### src/rtl/biriscv_v_issue_pkg.sv
// -----------------------------------------------------------------------------
// biriscv_v_issue_pkg
// Shared definitions for the vector issue block: match/mask constants for the
// supported OP-V integer instructions, instruction field positions, the
// buffered-instruction record and a decode helper.
// -----------------------------------------------------------------------------
package biriscv_v_issue_pkg;

    // Every supported instruction is identified by funct6, funct3 and major
    // opcode, so one mask covers the whole set.
    localparam logic [31:0] INST_V_MASK    = 32'hfc00707f;

    localparam logic [31:0] INST_VADD_VV   = 32'h00000057;
    localparam logic [31:0] INST_VADD_VX   = 32'h00004057;
    localparam logic [31:0] INST_VADD_VI   = 32'h00003057;
    localparam logic [31:0] INST_VSUB_VV   = 32'h08000057;
    localparam logic [31:0] INST_VSUB_VX   = 32'h08004057;
    localparam logic [31:0] INST_VRSUB_VX  = 32'h0c004057;
    localparam logic [31:0] INST_VRSUB_VI  = 32'h0c003057;
    localparam logic [31:0] INST_VMINU_VV  = 32'h10000057;
    localparam logic [31:0] INST_VMINU_VX  = 32'h10004057;
    localparam logic [31:0] INST_VMAXU_VV  = 32'h18000057;
    localparam logic [31:0] INST_VMAXU_VX  = 32'h18004057;

    // Instruction field LSB positions (all index fields are 5 bits wide).
    localparam int V_VD_LSB  = 7;
    localparam int V_VS1_LSB = 15;
    localparam int V_VS2_LSB = 20;

    // One buffered instruction as it travels through the FIFO.
    typedef struct packed {
        logic [31:0] opcode;
        logic [31:0] pc;
        logic [31:0] ra_operand;
        logic [31:0] rb_operand;
    } issue_entry_t;

    function automatic logic is_supported_vop(input logic [31:0] op);
        logic [31:0] m;
        m = op & INST_V_MASK;
        return (m == INST_VADD_VV)  || (m == INST_VADD_VX)  || (m == INST_VADD_VI)  ||
               (m == INST_VSUB_VV)  || (m == INST_VSUB_VX)  ||
               (m == INST_VRSUB_VX) || (m == INST_VRSUB_VI) ||
               (m == INST_VMINU_VV) || (m == INST_VMINU_VX) ||
               (m == INST_VMAXU_VV) || (m == INST_VMAXU_VX);
    endfunction

endpackage

### src/rtl/biriscv_v_issue_fifo.sv
// -----------------------------------------------------------------------------
// biriscv_v_issue_fifo
// Synchronous FIFO with combinational head read.
//   clk_i, rst_i : clock, synchronous active-high reset
//   push_i/data_i: write request and data (ignored while full)
//   pop_i        : remove head (ignored while empty)
//   data_o       : current head entry
//   count_o      : occupancy; full_o / empty_o status flags
// DEPTH must be a power of two so the pointers wrap naturally.
// -----------------------------------------------------------------------------
module biriscv_v_issue_fifo #(
    parameter int WIDTH = 128,
    parameter int DEPTH = 4,
    localparam int PTR_W = $clog2(DEPTH),
    localparam int CNT_W = PTR_W + 1
) (
    input  logic             clk_i,
    input  logic             rst_i,
    input  logic             push_i,
    input  logic [WIDTH-1:0] data_i,
    input  logic             pop_i,
    output logic [WIDTH-1:0] data_o,
    output logic [CNT_W-1:0] count_o,
    output logic             full_o,
    output logic             empty_o
);

    logic [WIDTH-1:0] mem_q [DEPTH];
    logic [PTR_W-1:0] wr_ptr_q, wr_ptr_d;
    logic [PTR_W-1:0] rd_ptr_q, rd_ptr_d;
    logic [CNT_W-1:0] count_q, count_d;
    logic             do_push, do_pop;

    assign full_o  = (count_q == CNT_W'(DEPTH));
    assign empty_o = (count_q == '0);
    assign count_o = count_q;
    assign data_o  = mem_q[rd_ptr_q];

    assign do_push = push_i & ~full_o;
    assign do_pop  = pop_i & ~empty_o;

    always_comb begin
        // NOTE: every combinational output gets a default first so no path leaves it unassigned (no latch).
        wr_ptr_d = wr_ptr_q;
        rd_ptr_d = rd_ptr_q;
        count_d  = count_q;
        if (do_push) wr_ptr_d = wr_ptr_q + 1'b1;
        if (do_pop)  rd_ptr_d = rd_ptr_q + 1'b1;
        if (do_push && !do_pop)      count_d = count_q + 1'b1;
        else if (!do_push && do_pop) count_d = count_q - 1'b1;
    end

    // NOTE: sequential state uses non-blocking assignments so all flops update together at the edge.
    always_ff @(posedge clk_i) begin
        if (rst_i) begin
            wr_ptr_q <= '0;
            rd_ptr_q <= '0;
            count_q  <= '0;
        end else begin
            wr_ptr_q <= wr_ptr_d;
            rd_ptr_q <= rd_ptr_d;
            count_q  <= count_d;
        end
    end

    // NOTE: storage is deliberately not reset; an entry is only read after it has been written.
    always_ff @(posedge clk_i) begin
        if (do_push) mem_q[wr_ptr_q] <= data_i;
    end

endmodule

### src/rtl/biriscv_v_issue.sv
// -----------------------------------------------------------------------------
// biriscv_v_issue
// Issue side of the vector ALU: buffers decoded vector instructions, reads
// vs2/vs1/v0 from the VRF (R), drives the registered request bundle to the
// exec unit (EX), captures its combinational result and writes the VRF (WB).
// Results still in EX or WB are forwarded back into R (EX has priority).
//   issue_*      : instruction input with valid/accept handshake
//   vrf_*        : two combinational read ports, v0 mask, one write port
//   opcode_*     : registered request bundle to the exec unit
//   writeback_*  : exec result, same cycle as opcode_valid_o
//   fault_*      : pulse + held PC when an unsupported opcode retires
//   busy_o       : anything buffered or in flight
// -----------------------------------------------------------------------------
module biriscv_v_issue
    import biriscv_v_issue_pkg::*;
#(
    parameter int VLEN       = 128,
    parameter int ELEN       = 32,
    parameter int FIFO_DEPTH = 4
) (
    input  logic            clk_i,
    input  logic            rst_i,
    input  logic            issue_valid_i,
    output logic            issue_accept_o,
    input  logic [31:0]     issue_opcode_i,
    input  logic [31:0]     issue_pc_i,
    input  logic [31:0]     issue_ra_operand_i,
    input  logic [31:0]     issue_rb_operand_i,
    output logic [4:0]      vrf_ra_idx_o,
    input  logic [VLEN-1:0] vrf_ra_data_i,
    output logic [4:0]      vrf_rb_idx_o,
    input  logic [VLEN-1:0] vrf_rb_data_i,
    input  logic [VLEN-1:0] vrf_mask_data_i,
    output logic            vrf_wr_en_o,
    output logic [4:0]      vrf_wr_idx_o,
    output logic [VLEN-1:0] vrf_wr_data_o,
    output logic            opcode_valid_o,
    output logic [31:0]     opcode_opcode_o,
    output logic [31:0]     opcode_pc_o,
    output logic            opcode_invalid_o,
    output logic [4:0]      opcode_rd_idx_o,
    output logic [4:0]      opcode_vd_idx_o,
    output logic [4:0]      opcode_ra_idx_o,
    output logic [4:0]      opcode_rb_idx_o,
    output logic [4:0]      opcode_va_idx_o,
    output logic [4:0]      opcode_vb_idx_o,
    output logic [31:0]     opcode_ra_operand_o,
    output logic [31:0]     opcode_rb_operand_o,
    output logic [VLEN-1:0] opcode_va_operand_o,
    output logic [VLEN-1:0] opcode_vb_operand_o,
    output logic [VLEN-1:0] opcode_vmask_operand_o,
    input  logic            writeback_valid_i,
    input  logic [VLEN-1:0] writeback_value_i,
    output logic            fault_o,
    output logic [31:0]     fault_pc_o,
    output logic            busy_o
);

    localparam int CNT_W = $clog2(FIFO_DEPTH) + 1;

    if (VLEN % ELEN != 0) begin : g_bad_elen
        $error("VLEN must be a multiple of ELEN");
    end

    // ---------------- instruction buffer / R stage ----------------
    issue_entry_t     push_entry, head;
    logic             fifo_full, fifo_empty, r_valid;
    logic [CNT_W-1:0] fifo_count;
    logic [4:0]       r_vd, r_vs1, r_vs2;

    assign push_entry = '{opcode: issue_opcode_i, pc: issue_pc_i,
                          ra_operand: issue_ra_operand_i, rb_operand: issue_rb_operand_i};

    biriscv_v_issue_fifo #(
        .WIDTH ($bits(issue_entry_t)),
        .DEPTH (FIFO_DEPTH)
    ) u_fifo (
        .clk_i   (clk_i),
        .rst_i   (rst_i),
        .push_i  (issue_valid_i),
        .data_i  (push_entry),
        .pop_i   (r_valid),
        .data_o  (head),
        .count_o (fifo_count),
        .full_o  (fifo_full),
        .empty_o (fifo_empty)
    );

    assign issue_accept_o = ~fifo_full;
    // Nothing downstream ever stalls, so the head leaves R every cycle it exists.
    assign r_valid = ~fifo_empty;

    assign r_vd  = head.opcode[V_VD_LSB  +: 5];
    assign r_vs1 = head.opcode[V_VS1_LSB +: 5];
    assign r_vs2 = head.opcode[V_VS2_LSB +: 5];

    // Indices are parked at 0 while the buffer is empty so stale storage never shows.
    assign vrf_ra_idx_o = r_valid ? r_vs2 : 5'd0;
    assign vrf_rb_idx_o = r_valid ? r_vs1 : 5'd0;

    // ---------------- pipeline state ----------------
    logic            ex_valid_q, ex_valid_d, ex_invalid_q, ex_invalid_d;
    logic [31:0]     ex_opcode_q, ex_opcode_d, ex_pc_q, ex_pc_d;
    logic [4:0]      ex_vd_q, ex_vd_d, ex_vs1_q, ex_vs1_d, ex_vs2_q, ex_vs2_d;
    logic [31:0]     ex_ra_q, ex_ra_d, ex_rb_q, ex_rb_d;
    logic [VLEN-1:0] ex_va_q, ex_va_d, ex_vb_q, ex_vb_d, ex_vm_q, ex_vm_d;
    logic            wb_valid_q, wb_valid_d, wb_invalid_q, wb_invalid_d;
    logic [4:0]      wb_vd_q, wb_vd_d;
    logic [VLEN-1:0] wb_data_q, wb_data_d;
    logic [31:0]     fault_pc_q, fault_pc_d;
    logic            ex_fwd_ok, wb_fwd_ok;

    assign ex_fwd_ok = ex_valid_q & ~ex_invalid_q;
    assign wb_fwd_ok = wb_valid_q & ~wb_invalid_q;

    // Youngest producer wins: EX result (live from the exec unit), then WB, then VRF.
    function automatic logic [VLEN-1:0] fwd_sel(
        input logic [4:0] idx, input logic [VLEN-1:0] vrf_val,
        input logic ex_ok, input logic [4:0] ex_vd, input logic [VLEN-1:0] ex_val,
        input logic wb_ok, input logic [4:0] wb_vd, input logic [VLEN-1:0] wb_val);
        if (ex_ok && ex_vd == idx) return ex_val;
        if (wb_ok && wb_vd == idx) return wb_val;
        return vrf_val;
    endfunction

    always_comb begin
        ex_valid_d   = r_valid;
        ex_invalid_d = ex_invalid_q;
        ex_opcode_d  = ex_opcode_q;
        ex_pc_d      = ex_pc_q;
        ex_vd_d      = ex_vd_q;
        ex_vs1_d     = ex_vs1_q;
        ex_vs2_d     = ex_vs2_q;
        ex_ra_d      = ex_ra_q;
        ex_rb_d      = ex_rb_q;
        ex_va_d      = ex_va_q;
        ex_vb_d      = ex_vb_q;
        ex_vm_d      = ex_vm_q;
        if (r_valid) begin
            ex_invalid_d = ~is_supported_vop(head.opcode);
            ex_opcode_d  = head.opcode;
            ex_pc_d      = head.pc;
            ex_vd_d      = r_vd;
            ex_vs1_d     = r_vs1;
            ex_vs2_d     = r_vs2;
            ex_ra_d      = head.ra_operand;
            ex_rb_d      = head.rb_operand;
            ex_va_d      = fwd_sel(r_vs2, vrf_ra_data_i, ex_fwd_ok, ex_vd_q, writeback_value_i,
                                   wb_fwd_ok, wb_vd_q, wb_data_q);
            ex_vb_d      = fwd_sel(r_vs1, vrf_rb_data_i, ex_fwd_ok, ex_vd_q, writeback_value_i,
                                   wb_fwd_ok, wb_vd_q, wb_data_q);
            ex_vm_d      = fwd_sel(5'd0, vrf_mask_data_i, ex_fwd_ok, ex_vd_q, writeback_value_i,
                                   wb_fwd_ok, wb_vd_q, wb_data_q);
        end

        // A missing exec result turns the instruction into a fault rather than a write.
        wb_valid_d   = ex_valid_q;
        wb_invalid_d = ex_invalid_q | ~writeback_valid_i;
        wb_vd_d      = ex_vd_q;
        wb_data_d    = (ex_valid_q & writeback_valid_i) ? writeback_value_i : wb_data_q;
        fault_pc_d   = (ex_valid_q & wb_invalid_d) ? ex_pc_q : fault_pc_q;
    end

    always_ff @(posedge clk_i) begin
        if (rst_i) begin
            ex_valid_q   <= 1'b0;
            ex_invalid_q <= 1'b0;
            ex_opcode_q  <= '0;
            ex_pc_q      <= '0;
            ex_vd_q      <= '0;
            ex_vs1_q     <= '0;
            ex_vs2_q     <= '0;
            ex_ra_q      <= '0;
            ex_rb_q      <= '0;
            ex_va_q      <= '0;
            ex_vb_q      <= '0;
            ex_vm_q      <= '0;
            wb_valid_q   <= 1'b0;
            wb_invalid_q <= 1'b0;
            wb_vd_q      <= '0;
            wb_data_q    <= '0;
            fault_pc_q   <= '0;
        end else begin
            ex_valid_q   <= ex_valid_d;
            ex_invalid_q <= ex_invalid_d;
            ex_opcode_q  <= ex_opcode_d;
            ex_pc_q      <= ex_pc_d;
            ex_vd_q      <= ex_vd_d;
            ex_vs1_q     <= ex_vs1_d;
            ex_vs2_q     <= ex_vs2_d;
            ex_ra_q      <= ex_ra_d;
            ex_rb_q      <= ex_rb_d;
            ex_va_q      <= ex_va_d;
            ex_vb_q      <= ex_vb_d;
            ex_vm_q      <= ex_vm_d;
            wb_valid_q   <= wb_valid_d;
            wb_invalid_q <= wb_invalid_d;
            wb_vd_q      <= wb_vd_d;
            wb_data_q    <= wb_data_d;
            fault_pc_q   <= fault_pc_d;
        end
    end

    // ---------------- outputs ----------------
    assign opcode_valid_o         = ex_valid_q;
    assign opcode_opcode_o        = ex_opcode_q;
    assign opcode_pc_o            = ex_pc_q;
    assign opcode_invalid_o       = ex_invalid_q;
    assign opcode_rd_idx_o        = ex_vd_q;
    assign opcode_vd_idx_o        = ex_vd_q;
    assign opcode_ra_idx_o        = ex_vs1_q;
    assign opcode_rb_idx_o        = ex_vs2_q;
    assign opcode_va_idx_o        = ex_vs2_q;
    assign opcode_vb_idx_o        = ex_vs1_q;
    assign opcode_ra_operand_o    = ex_ra_q;
    assign opcode_rb_operand_o    = ex_rb_q;
    assign opcode_va_operand_o    = ex_va_q;
    assign opcode_vb_operand_o    = ex_vb_q;
    assign opcode_vmask_operand_o = ex_vm_q;

    assign vrf_wr_en_o   = wb_fwd_ok;
    assign vrf_wr_idx_o  = wb_vd_q;
    assign vrf_wr_data_o = wb_data_q;
    assign fault_o       = wb_valid_q & wb_invalid_q;
    assign fault_pc_o    = fault_pc_q;
    assign busy_o        = (fifo_count != '0) | ex_valid_q | wb_valid_q;

endmodule

### config.mk
export PLATFORM = sky130hd
export DESIGN_NAME = biriscv_v_issue
export DESIGN_NICKNAME = d
export VERILOG_FILES = /design/src/rtl/biriscv_v_issue_pkg.sv /design/src/rtl/biriscv_v_issue_fifo.sv /design/src/rtl/biriscv_v_issue.sv
export SDC_FILE = /design/constraint.sdc
export NUM_CORES = 2
export LEC_CHECK = 0
export ABC_CLOCK_PERIOD_IN_PS = 4800
export CAP_MARGIN = 20
export CORE_AREA = 3 3 538 540
export DETAILED_ROUTE_END_ITERATION = 16
export DIE_AREA = 0 0 541 543
export PLACE_DENSITY = 0.44
export SLEW_MARGIN = 10
export SYNTH_ARGS = -nofsm -noshare
export SYNTH_HDL_FRONTEND = slang
export SYNTH_SLANG_ARGS = --single-unit
### constraint.sdc
create_clock -name clk_i -period 4.8 [get_ports clk_i]
set_input_delay 1.2 -clock clk_i [delete_from_list [all_inputs] [get_ports clk_i]]
set_output_delay 1.2 -clock clk_i [all_outputs]
set_load 0.05 [all_outputs]
==> results_dict.tcl <==
set metrics [dict create \
    nets 6114 \
    path_max_fanout 12 \
    fillers 30112 \
    crit_path_end_kind "primary output" \
    whs_ns 0.454 \
    peakVddDrop_v 0.000429 \
    clk_pin_slew_ns 0.06 \
    maxCapViolations 0 \
    track_usage_pct 18.4 \
    drc 0 \
    fin_crit_sh_pct 91.4 \
    hold_class "reg2reg" \
    final_common_cell "clkdlybuf4s50_1" \
    initial_core_util_pct 17.1 \
    cp_top_family "multiplexers" \
    synth_area_per_cell_um2 11.5 \
    top_layer_used "met5" \
    startpoint_type "flop" \
    register_area_um2 29200 \
    fin_util_pct 25.2 \
    synth_ff_type "dfxtp_1" \
    wl_met2_um 133000 \
    critical-path-slowest-cell "mux4_1" \
    hold_viol 0 \
    gr-total-overflow 0 \
    first_iter_violations 3159 \
    status "finished, final reports clean" \
    grt_pass1_wl_um 373000 \
    final_cell_mix "1364 x clkdlybuf4s50_1, 688 x dfxtp_1, 563 x nand2_1, 512 x edfxtp_1, 418 x a21oi_1" \
    cts_buffers 153 \
    async_flop_share_pct 0 \
    synth_cells 4220 \
    htreeDepth 4 \
    arrival_ns 3.19 \
    die_h_um 543 \
    fin_ws_ns 0.411 \
    place_ws_ns 0.907 \
    wl_met1_um 110000 \
    routedWlPerCell_um 30.1 \
    worst_slew_pin_slew_ns 1.25 \
    rsz0062_at_grt "no" \
    cts.sinks 1202 \
    area_growth_pct 47.4 \
    dieArea_um2 294000 \
    tns_ns 0 \
    core.rowCount 196 \
    cts_hold_buf 0 \
    worstHoldStart "opcode_opcode_o[4]" \
    p_leak_nw 24.9 \
    grt_pass1_vias 40540 \
    crit_path_cell_trace "mux4_1 -> and2_1 -> clkdlybuf4s50_1" \
    design_area_um2 71700 \
    multi_input_area_um2 17700 \
    clk_path_buf_depth 4 \
    design.core.area_um2 285000 \
    worstSetupPathType "reg2out" \
    synth_edf_count 512 \
    first_pass_iters 5 \
    ys_types 39 \
    syn-num-nets 4869 \
    insertion_delay_ns 0.83 \
    max_freq_ghz 0.228 \
    placed_cell_area_um2 66700 \
    via_per_inst 4.37 \
    ys_ff_latch 1202 \
    slew_headroom_pct 16.7 \
    met3WireLength_um 27700 \
    cts_tree "built" \
    routed_wl_um 283000 \
    drive_gt1_share_pct 8.44 \
    fp.dieW_um 541 \
    clock_skew_ns 0.0636 \
    cts_resized 0 \
    io_buffer_count 1366 \
    min_period_ns 4.39 \
    cp_num_buf_inv 1 \
    grt_max_degree 142 \
    critical-path-max-stage-delay_ns 0.82 \
    ys_seq_area_share_pct 60.0 \
    crit_required_ns 3.60 \
    power-per-cell-area_nw_per_um2 675 \
    antenna_found_initial 124 \
    syn-cell-area_um2 48700 \
    ys_warn_count 0 \
    routabilityCongestion 0.860 \
    drv_slew 0 \
    ioPinCount 1367 \
    vias 41117 \
    setup_viol 0 \
    detailed_place_hpwl_um 209000 \
    root_buffer "clkbuf_16" \
    ant_nets 0 \
    postCtsSetupRepairBufs 0 \
]
-- layer usage --
| metal | vias up | global-route usage [%] |
|---|---|---|
| li1 | 18166 | - |
| met1 | 20560 | 21.2 |
| met2 | 1840 | 30.4 |
| met5 | - | 0 |
| met4 | 68 | 7.47 |
| met3 | 483 | 6.96 |
-- registers in the layout, indices dropped and copies added (netlist names), 2 cells and up, named ones only --
name	cells
u_fifo.mem_q	512
opcode_va_operand_o	128
opcode_vb_operand_o	128
opcode_vmask_operand_o	128
vrf_wr_data_o	128
fault_pc_o	32
opcode_opcode_o	32
opcode_pc_o	32
opcode_ra_operand_o	32
opcode_rb_operand_o	32
vrf_wr_idx_o	5
u_fifo.count_o	3
u_fifo.rd_ptr_q	2
u_fifo.wr_ptr_q	2
-- cells in the mapped netlist, types with 2 or more instances --
cell type / instances / area (µm²)
nor2_1: 278 / 1040
buf_12: 11 / 220
o21ai_0: 147 / 736
nor2b_1: 11 / 68.8
or3_1: 4 / 25.0
inv_1: 3 / 11.3
buf_4: 34 / 255
buf_8: 3 / 45.0
nand2b_1: 2 / 12.5
edfxtp_1: 512 / 15400
nor3_1: 4 / 20.0
nor3b_1: 2 / 15.0
xnor2_1: 12 / 105
buf_2: 42 / 210
buf_1: 26 / 97.6
mux2i_1: 385 / 3850
xor2_1: 13 / 114
a32oi_1: 128 / 1120
a21oi_1: 418 / 2090
a22oi_1: 128 / 961
dfxtp_1: 690 / 13800
clkbuf_1: 265 / 995
o21ai_1: 240 / 1200
mux4_2: 127 / 2860
ha_1: 5 / 62.6
a211oi_1: 128 / 961
and3_1: 6 / 37.5
and2_1: 14 / 87.6
nor4_1: 3 / 18.8
nand3_1: 6 / 30.0
nand2_1: 565 / 2120
-- cells by family (layout without fill, tap and decap cells) --
group | Yosys count | count (layout) | synth area share [%]
fa+ha+maj | 5 | 5 | 0.129
other cells | 0 | 58 | 0
flops | 1202 | 1202 | 60.0
simple gates | 898 | 898 | 7.20
compound gates | 1191 | 1191 | 14.6
mux | 513 | 513 | 13.9
xor+xnor | 25 | 25 | 0.450
buf+inv | 386 | 1745 | 3.80
-- cell type report --
class / instances / share of cell area (%)
Clock buffer: 219 / 6.01
Sequential cell: 1202 / 40.7
Antenna cell: 58 / 0.202
Timing Repair Buffer: 1472 / 20.9
Clock inverter: 50 / 0.822
Inverter: 4 / 0.0314
Tap cell: 3762 / 6.56
Multi-Input combinational cell: 2632 / 24.7
-- stage by stage --
stage | instances | power [mW]
after floorplan | 4220 | 27.9
after global placement | 9072 | 37.3
after detailed placement | 9072 | 37.4
after CTS | 9341 | 49.2
after global routing | 9368 | 50.5
final | 9399 | 48.4
-- power breakdown --
part | switching [mW] | total (mW) | internal (mW)
logic | 15.0 | 21.9 | 6.84
registers | 1.99 | 15.0 | 13.1
clock network | 4.81 | 11.5 | 6.70
total | 21.8 | 48.4 | 26.6
-- final timing paths --
check,end,slack (ns),cells after the start
setup / recovery,vrf_ra_idx_o[3],0.41,3
hold / removal,opcode_opcode_o[4],0.45,2
setup reg to reg,opcode_va_operand_o[4],1.02,7
hold reg to reg,opcode_opcode_o[4],0.45,2
-- worst reg2reg max path: stages (launching register included) --
cell and delay (ns):
dfxtp_4 0.52, mux4_1 0.82, xor2_1 0.23, nor4_1 0.37, nand3_4 0.75, buf_4 0.61, mux2i_1 0.22, o21ai_0 0.09
Power figures use the tool's default switching activity.
